<file path="src/rtl/mem_port_arbiter.sv">
// mem_port_arbiter: round-robin arbiter that shares one cache-line memory
// port among N_CH requesting cache controllers. It serves one line
// transaction at a time, and a watchdog aborts any transaction that the
// memory never acknowledges.
module mem_port_arbiter #(
  parameter int N_CH    = 2,
  parameter int ADDR_W  = 32,
  parameter int LINE_W  = 256,
  parameter int TIMEOUT = 64
) (
  input  logic                     clk_i,
  input  logic                     rst_i,
  input  logic [N_CH-1:0]          req_enable_i,
  input  logic [N_CH-1:0]          req_write_i,
  input  logic [N_CH*ADDR_W-1:0]   req_addr_i,
  input  logic [N_CH*LINE_W-1:0]   req_data_i,
  output logic [N_CH-1:0]          resp_ack_o,
  output logic [LINE_W-1:0]        resp_data_o,
  output logic [N_CH-1:0]          grant_o,
  output logic                     timeout_o,
  input  logic [LINE_W-1:0]        mem_data_i,
  input  logic                     mem_ack_i,
  output logic                     mem_enable_o,
  output logic                     mem_write_o,
  output logic [ADDR_W-1:0]        mem_addr_o,
  output logic [LINE_W-1:0]        mem_data_o
);

  localparam int PTR_W = (N_CH > 1) ? $clog2(N_CH) : 1;
  localparam int WD_W  = (TIMEOUT > 0) ? $clog2(TIMEOUT + 1) : 1;
  localparam bit WD_EN = (TIMEOUT > 0);

  typedef enum logic [1:0] {
    S_IDLE,
    S_BUSY,
    S_DONE
  } state_e;

  state_e            state_q, state_d;
  logic [PTR_W-1:0]  ptr_q, ptr_d;
  logic [PTR_W-1:0]  owner_q, owner_d;
  logic [N_CH-1:0]   mask_q, mask_d;
  logic [WD_W-1:0]   wd_cnt_q, wd_cnt_d;
  logic [N_CH-1:0]   grant_q, grant_d;
  logic [N_CH-1:0]   resp_ack_q, resp_ack_d;
  logic [LINE_W-1:0] resp_data_q, resp_data_d;
  logic              timeout_q, timeout_d;
  logic              mem_enable_q, mem_enable_d;
  logic              mem_write_q, mem_write_d;
  logic [ADDR_W-1:0] mem_addr_q, mem_addr_d;
  logic [LINE_W-1:0] mem_data_q, mem_data_d;

  logic [N_CH-1:0]   eligible;
  logic              win_found;
  logic [PTR_W-1:0]  win_idx;
  logic [PTR_W-1:0]  cand;
  logic [PTR_W-1:0]  ptr_after_owner;
  logic              wd_expired;

  // Round-robin search: first eligible channel starting at ptr, wrapping.
  always_comb begin
    eligible  = req_enable_i & ~mask_q;
    win_found = 1'b0;
    win_idx   = '0;
    cand      = '0;
    for (int i = 0; i < N_CH; i++) begin
      cand = PTR_W'((int'(ptr_q) + i) % N_CH);
      if (!win_found && eligible[cand]) begin
        win_found = 1'b1;
        win_idx   = cand;
      end
    end
  end

  // Pointer value that hands priority to the channel after the current owner.
  always_comb begin
    ptr_after_owner = (owner_q == PTR_W'(N_CH - 1)) ? '0 : owner_q + 1'b1;
  end

  // Watchdog fires on the BUSY cycle that would bring the count to TIMEOUT.
  always_comb begin
    wd_expired = WD_EN && ((wd_cnt_q + 1'b1) == WD_W'(TIMEOUT));
  end

  // Next-state logic, transaction latching and registered-output values.
  always_comb begin
    // NOTE: every _d gets a default before the case, so no path leaves one
    // unassigned and no latch is inferred.
    state_d      = state_q;
    ptr_d        = ptr_q;
    owner_d      = owner_q;
    mask_d       = '0;
    wd_cnt_d     = wd_cnt_q;
    grant_d      = grant_q;
    resp_ack_d   = '0;
    resp_data_d  = resp_data_q;
    timeout_d    = timeout_q;
    mem_enable_d = mem_enable_q;
    mem_write_d  = mem_write_q;
    mem_addr_d   = mem_addr_q;
    mem_data_d   = mem_data_q;

    unique case (state_q)
      S_IDLE: begin
        wd_cnt_d = '0;
        if (win_found) begin
          owner_d      = win_idx;
          grant_d      = N_CH'(1) << win_idx;
          mem_enable_d = 1'b1;
          mem_write_d  = req_write_i[win_idx];
          mem_addr_d   = req_addr_i[int'(win_idx)*ADDR_W +: ADDR_W];
          mem_data_d   = req_data_i[int'(win_idx)*LINE_W +: LINE_W];
          state_d      = S_BUSY;
        end
      end

      S_BUSY: begin
        wd_cnt_d = wd_cnt_q + 1'b1;
        // An ack in the same cycle as expiry takes priority over the abort.
        // An aborted owner also loses its turn, so ptr moves on either way.
        if (mem_ack_i || wd_expired) begin
          state_d      = S_DONE;
          mem_enable_d = 1'b0;
          resp_ack_d   = grant_q;
          ptr_d        = ptr_after_owner;
          if (mem_ack_i) begin
            if (!mem_write_q) begin
              resp_data_d = mem_data_i;
            end
          end else begin
            timeout_d = 1'b1;
          end
        end
      end

      S_DONE: begin
        // The owner drops its request one cycle after the ack, so it is
        // masked for exactly the IDLE cycle that follows.
        mask_d  = grant_q;
        grant_d = '0;
        state_d = S_IDLE;
      end

      default: state_d = S_IDLE;
    endcase
  end

  // State and output registers with synchronous active-high reset.
  always_ff @(posedge clk_i) begin
    if (rst_i) begin
      state_q      <= S_IDLE;
      ptr_q        <= '0;
      owner_q      <= '0;
      mask_q       <= '0;
      wd_cnt_q     <= '0;
      grant_q      <= '0;
      resp_ack_q   <= '0;
      timeout_q    <= 1'b0;
      mem_enable_q <= 1'b0;
      mem_write_q  <= 1'b0;
      mem_addr_q   <= '0;
      // NOTE: the line-wide registers are cleared too, so no stale line is
      // ever visible on the memory or response ports after a reset.
      resp_data_q  <= '0;
      mem_data_q   <= '0;
    end else begin
      // NOTE: non-blocking assignments make every flop capture pre-edge
      // values regardless of statement order.
      state_q      <= state_d;
      ptr_q        <= ptr_d;
      owner_q      <= owner_d;
      mask_q       <= mask_d;
      wd_cnt_q     <= wd_cnt_d;
      grant_q      <= grant_d;
      resp_ack_q   <= resp_ack_d;
      timeout_q    <= timeout_d;
      mem_enable_q <= mem_enable_d;
      mem_write_q  <= mem_write_d;
      mem_addr_q   <= mem_addr_d;
      resp_data_q  <= resp_data_d;
      mem_data_q   <= mem_data_d;
    end
  end

  assign resp_ack_o   = resp_ack_q;
  assign resp_data_o  = resp_data_q;
  assign grant_o      = grant_q;
  assign timeout_o    = timeout_q;
  assign mem_enable_o = mem_enable_q;
  assign mem_write_o  = mem_write_q;
  assign mem_addr_o   = mem_addr_q;
  assign mem_data_o   = mem_data_q;

endmodule

</file>
<file path="config.mk">
export PLATFORM = sky130hd
export DESIGN_NAME = mem_port_arbiter
export DESIGN_NICKNAME = d
export VERILOG_FILES = /design/src/rtl/mem_port_arbiter.sv
export SDC_FILE = /design/constraint.sdc
export NUM_CORES = 1
export LEC_CHECK = 0
export ABC_CLOCK_PERIOD_IN_PS = 3200
export CAP_MARGIN = 10
export CORE_AREA = 3 3 543 545
export CTS_CLUSTER_DIAMETER = 50
export DETAILED_ROUTE_END_ITERATION = 12
export DIE_AREA = 0 0 546 548
export PLACE_DENSITY = 0.3
export REMOVE_ABC_BUFFERS = 1
export SLEW_MARGIN = 20
export SYNTH_ARGS = -nofsm -noshare
export SYNTH_HDL_FRONTEND = slang
export SYNTH_SLANG_ARGS = --single-unit
</file>
<file path="constraint.sdc">
create_clock -name clk_i -period 3.2 [get_ports clk_i]
set_input_delay 0.64 -clock clk_i [delete_from_list [all_inputs] [get_ports clk_i]]
set_output_delay 0.64 -clock clk_i [all_outputs]
set_load 0.02 [all_outputs]
</file>
==> results.md, run 1 <==
* Seq/Total Area, Yosys at 56.9%
* Total CTS buffers at 121
* CTS tree: built
* Largest net degree at the start of global routing at 87
* Cell leakage power at 14.6 nW
* Asr flop ratio synth at 0%
* Area leader, netlist: dfxtp_1
* Synth cell types at 35
* Dominant synthesized flop cell: dfxtp_1
* Initial Util at 6.83%
* Post-CTS resize count at 0
* Multiplexer area fraction after synthesis at less than 1%
* Clk buf depth at 4
* Top delay family on crit path: buffers and inverters
* I/O Buffers at roughly 1400
* Gr busiest metal: met2
* Synth Area in Adders at 0.0630%
* Largest stage delay, worst path at 740 ps
* RSZ-0062 raised after global routing: no
* Setup CP Type: register to output port
* Synthesized area per cell at 9.01 sq um
* Post-Syn Area at 0.0199 sq mm
* Cell Count, Final, Fillers Out at around 7600
* Ports at between 1000 and 1500
* Vias in the first global route at around 24000
* PwrDens at 613 mW/mm^2
* Fin crit period at 2680 ps
* Worst slew margin at 43.4%
* Setup slack, reg-to-reg at approximately 800 ps
* Least-Margin Pin Slew at approximately 850 ps
* Critical-path top delay cell: clkdlybuf4s50_1
* Synth top area cells: dfxtp_1, a222oi_1, nand2_1, a21oi_1, nor2_1
* Crit-path cells: clkdlybuf4s50_1
* DIE AREA at 0.299 sq mm
* Drt drc at 0
* Worst vdd ir at approximately 0.47 mV
* Max_cap viols at 0
* Post-DP HPWL at 160 mm
* Compound-Gate Fraction of Synth Area at between 20% and 30%
* Clk_lat worst skew at 850 ps
* Final setup vio count at 0
* Core area at 0.291 sq mm
* WL/cell at 25.4 um
* Dpl cells at 7361
* First-pass GRT wire length at between 200 and 250 mm
* Vias/cell at around 3.2
* H-tree lvl count at 3
* M2 GR Usage at around 22%
* Startpoint Class: register
* Initial antenna violation count at about 140
* Root buf cell: clkbuf_16
* Nets at around 4400
* Worst Path Arrival at 2040 ps
* Post-CTS setup buffer count at 0
* Met3 GRT Util at roughly 6%
* Total Power at between 20 and 30 mW
* Most instantiated cells after synthesis: dfxtp_1, nand2_1, nor2_1, a222oi_1, a21oi_1
* GRT Overall Usage at about 12%
* Yosys top cell area share at 56.9%
* Post-Synth Simple-Gate Area at 16.3%
* Setup TNS at 0 ps
* Area grow syn2layout at 117%
* EDFF count, synth at 0
* Crit path capture type: output port
* Final Slew Violations at 0
* Post-Syn Instances at 2204
* Crit Path Max Fanout at 2
* CP Buf/Inv Count at 1
* Post-Place Worst Slack at 302 ps
* Rows at around 200
* Largest family of logic cells by synthesized area: compound AO/OA/AOI/OAI gates
* Setup Skew at between 40 and 50 ps
* Met1 Resource Use GR at a little over an eighth
* Antenna viol nets, final at 0
* Clock sinks at 564
* Status: complete, no violations
* Area of the multi-input gates at 0.00767 sq mm
* Final wirelength at ~190 mm
* Synth warn at 0
* Post-synthesis register bit count at 564
* Worst Hold Class: input pin to register
* DRT Pass-1 Iters at 9
* Worst path required time at 2560 ps
* Final WS setup at 520 ps
* Register area at about 0.011 sq mm
* CTS clk-pin slew, worst paths at approximately 50 ps
* XOR/XNOR share of the synthesized area at less than 1%
* Die height at 548 um
* Chip Width at 546 um
* Layout cell share with drive strength beyond 1 at 8.41%
* Final Hold Fails at 0
* Starting DRT DRC Count at 2451
* Period utilization at approximately 84%
* Most frequent cell after synthesis: dfxtp_1
* Routed vias at 24600
* Final Wtd Congestion at 0.830
* GRT overflow at 0
* Hold Buf Count CTS at 0
* Filler instances at 32900
* Peak Freq at 373 MHz
## cell families after synthesis
group	after synthesis
flops	564
fa+ha+maj	1
compound gates	570
simple gates	845
buf+inv	220
xor+xnor	1
mux	3
## path summary, 6_finish.rpt
path | startpoint | end | depth (start not counted)
setup / recovery | resp_data_o[184] | resp_data_o[184] | 1
hold / removal | mem_data_i[170] | resp_data_o[170] | 3
setup reg to reg | state_q[1] | mem_data_o[86] | 6
hold reg to reg | resp_data_o[191] | resp_data_o[191] | 2
## per-stage QoR
stage	utilization (%)	area (sq um)	hold WS [ps]
global placement	13.3	38800	443
finish	14.9	43200	346
CTS	14.9	43200	237
floorplan	-	18900	458
detailed placement	13.3	38800	446
global route	14.9	43200	282
## cell usage in the layout (no fill, tap or decap), types with 3 or more instances in the layout
cell type,Yosys,layout
clkbuf_16,0,121
dfxtp_1,564,564
clkinv_4,0,6
nand2_1,514,514
diode_2,0,14
clkinv_2,0,17
clkinvlp_4,0,23
a21oi_1,262,262
clkinv_16,0,3
nand2b_1,4,4
inv_6,0,3
buf_12,0,29
a22oi_1,4,4
a222oi_1,289,289
clkdlybuf4s50_1,0,1388
clkbuf_1,125,11
nor2b_1,6,5
buf_4,1,57
nor3_1,5,3
clkbuf_8,0,18
bufinv_16,0,21
nor2_1,305,305
nor3b_1,4,4
## metal layers
metal,wire length (um),vias up,share of wire (%)
li1,-,10800,-
met1,71900,11800,37
met2,95300,1470,49
met3,21900,384,11
met4,3590,86,1.9
met5,574,-,0.30
## final cells by class
class,count,share of cell area (%)
timing repair buffer,1475,34.5
sequential,564,26.1
multi-input combinational,1420,17.8
tap,3900,11.3
clock buffer,150,7.68
clock inverter,74,2.49
antenna,14,0.0811
inverter,2,0.0174
## power by group
group	internal [mW]	switching, mW
registers	7.56	0.349
clock network	9.04	4.61
logic	2.39	2.54
total	19.0	7.50
## state kept, by name, summed over array words and instances (netlist names), 2 cells and up
register     flops
wd_cnt_q         7
resp_data_o    256
state_q          2
mem_data_o     256
mem_addr_o      32
grant_o          2
mask_q           2
resp_ack_o       2
(Power assumes the default switching activity.)
==> inputs of run 2 (changes only) <==
--- a/config.mk
+++ b/config.mk
@@ -5,12 +5,12 @@
 export SDC_FILE = /design/constraint.sdc
 export NUM_CORES = 1
 export LEC_CHECK = 0
-export ABC_CLOCK_PERIOD_IN_PS = 3200
+export ABC_CLOCK_PERIOD_IN_PS = 2400
 export CAP_MARGIN = 10
-export CORE_AREA = 3 3 543 545
+export CORE_AREA = 3 3 542 544
 export CTS_CLUSTER_DIAMETER = 50
 export DETAILED_ROUTE_END_ITERATION = 12
-export DIE_AREA = 0 0 546 548
+export DIE_AREA = 0 0 545 547
 export PLACE_DENSITY = 0.3
 export REMOVE_ABC_BUFFERS = 1
 export SLEW_MARGIN = 20
==> constraint.sdc (replaced) <==
create_clock -name clk_i -period 2.4 [get_ports clk_i]
set_input_delay 0.48 -clock clk_i [delete_from_list [all_inputs] [get_ports clk_i]]
set_output_delay 0.48 -clock clk_i [all_outputs]
set_load 0.02 [all_outputs]
==> results.md, run 2 (synthesis results as in run 1) <==
* Status: complete, no violations
* First-pass GRT wire length at 249 mm
* Worst vdd ir at slightly below 0.6 mV
* Top delay family on crit path: buffers and inverters
* FF-to-FF Start: wd_cnt_q[0]
* Fin crit period at roughly 2300 ps
* DIE AREA at approximately 0.3 sq mm
* Initial Util at 6.85%
* Root buf cell: clkbuf_16
* Fin util at 15.0%
* Hold Crit Start: rst_i
* WL/cell at 25.4 um
* Ports at 1390
* Final Slew Violations at 0
* Critical path origin: mem_data_o[90]
* Period utilization at 96.2%
* Core area at 0.290 sq mm
* CTS clk-pin slew, worst paths at 50 ps
* Routed length on met1 at between 60 and 70 mm
* Worst Hold Class: input pin to register
* Drt drc at 0
* Setup Skew at 58.4 ps
* Final setup vio count at 0
* Cell leakage power at 16.1 nW
* Clk buf depth at 4
* Routed vias at 24600
* CP Buf/Inv Count at 1
* GRT overflow at 0
* Most common cell after layout, fill and taps aside: clkdlybuf4s50_1
* Peak Freq at 433 MHz
* I/O Buffers at 1389
* Antenna viol nets, final at 0
* Largest net degree at the start of global routing at 80
* Vias/cell at 3.22
* Clock sinks at 564
* Clk_lat worst skew at 820 ps
* Worst path required time at 1920 ps
* Layout cell share with drive strength beyond 1 at 9.70%
* DRT Pass-1 Iters at 9
* Detail Route met2 WL at 96.1 mm
* Rows at around 200
* Vias in the first global route at 25000
* Post-CTS setup buffer count at 0
* Crit path capture type: output port
* Met3 wire length at 24.1 mm
* Critical-path top delay cell: clkdlybuf4s50_1
* Least-Margin Pin Slew at 522 ps
* Startpoint Class: register
* Max_cap viols at 0
* Crit-path cells: clkdlybuf4s50_1
* Final Hold Fails at 0
* Crit Path Max Fanout at 2
* Largest stage delay, worst path at 640 ps
* Post-DP HPWL at about 160 mm
* Final wirelength at between 150 and 200 mm
* Commonest cells after routing, fill and taps aside: clkdlybuf4s50_1, dfxtp_1, nand2_1
* CTS tree: built
* Worst Path Arrival at around 1800 ps
* Setup CP Type: register to output port
* Final Wtd Congestion at 0.789
* Nets at about 4500
* Hold WS at 129 ps
* Area grow syn2layout at 118%
* Placed inst area at 0.0392 sq mm
* Die height at approximately 550 um
* Total CTS buffers at between 100 and 150
* Design area at 0.0434 sq mm
* Starting DRT DRC Count at 2407
* Chip Width at between 500 and 600 um
* Initial antenna violation count at roughly 140
* H-tree lvl count at 3
* Worst slew margin at between 60% and 70%
* GRT Overall Usage at 12.4%
* Uppermost layer routed: met5
* PwrDens at 820 mW/mm^2
==> run 2: cell types whose count changed in the layout (fill, tap and decap cells not counted), sizes merged <==
| cell | before | now |
|---|---|---|
| buf | 87 | 133 |
| bufinv | 21 | 20 |
| clkbuf | 150 | 155 |
| clkdlybuf4s15 | 0 | 1 |
| clkdlybuf4s50 | 1388 | 1121 |
| clkinv | 26 | 30 |
| clkinvlp | 23 | 11 |
| diode | 14 | 7 |
| dlygate4sd2 | 0 | 259 |
| dlymetal6s2s | 0 | 4 |
| inv | 6 | 13 |
==> run 2: layout make-up <==
class,count,area [sq um]
Timing Repair Buffer,1518,15000
Sequential cell,564,11300
Tap cell,3900,4880
Multi-Input combinational cell,1420,7680
Antenna cell,7,17.5
Fill cell,32800,247000
Clock buffer,155,3430
Inverter,2,7.51
Clock inverter,72,1050
==> run 2: final timing paths <==
kind / end / cells past startpoint / slack (ps)
min: mem_data_o[248] / 2 / 130
max reg2reg: resp_ack_o[1] / 6 / 220
max: mem_data_o[90] / 1 / 90
min reg2reg: resp_data_o[181] / 2 / 450
==> run 2: power breakdown <==
part	internal [mW]	switching [mW]	total (mW)
registers	10.1	0.433	10.5
logic	3.12	3.45	6.57
clock network	12.3	6.26	18.5
total	25.4	10.1	35.6
==> run 2: layer usage <==
metal  vias up  track usage (%)
met2      1436             22.3
met5         -                0
met3       424             6.28
li1      10900                -
met4        76             2.37
met1     11700             12.8
==> run 2: timing repair <==
action | 4_1_cts | 5_1_grt
hold buffers | 0 | 0
resized for setup | 261 | 6
endpoints found under the setup margin | 260 | 6
==> run 2: per-stage QoR <==
step           power, mW  setup WS, ps  cells  setup TNS (ps)
2_1_floorplan       13.3        -31730   1986               -
3_3_place_gp        17.6          -624   7404         -160540
3_5_place_dp        17.6          -614   7404         -162160
4_1_cts             36.5        0.0810   7631               0
5_1_grt             37.2        -0.337   7633          -0.337
6_report            35.6          91.8   7638               0
==> inputs of run 3 (changes only) <==
--- a/config.mk
+++ b/config.mk
@@ -11,6 +11,7 @@
 export CTS_CLUSTER_DIAMETER = 50
 export DETAILED_ROUTE_END_ITERATION = 12
 export DIE_AREA = 0 0 545 547
+export GPL_ROUTABILITY_DRIVEN = 0
 export PLACE_DENSITY = 0.3
 export REMOVE_ABC_BUFFERS = 1
 export SLEW_MARGIN = 20
==> results of run 3 <==
Same layout as run 2: the final DEF is identical, and so are final timing and power.
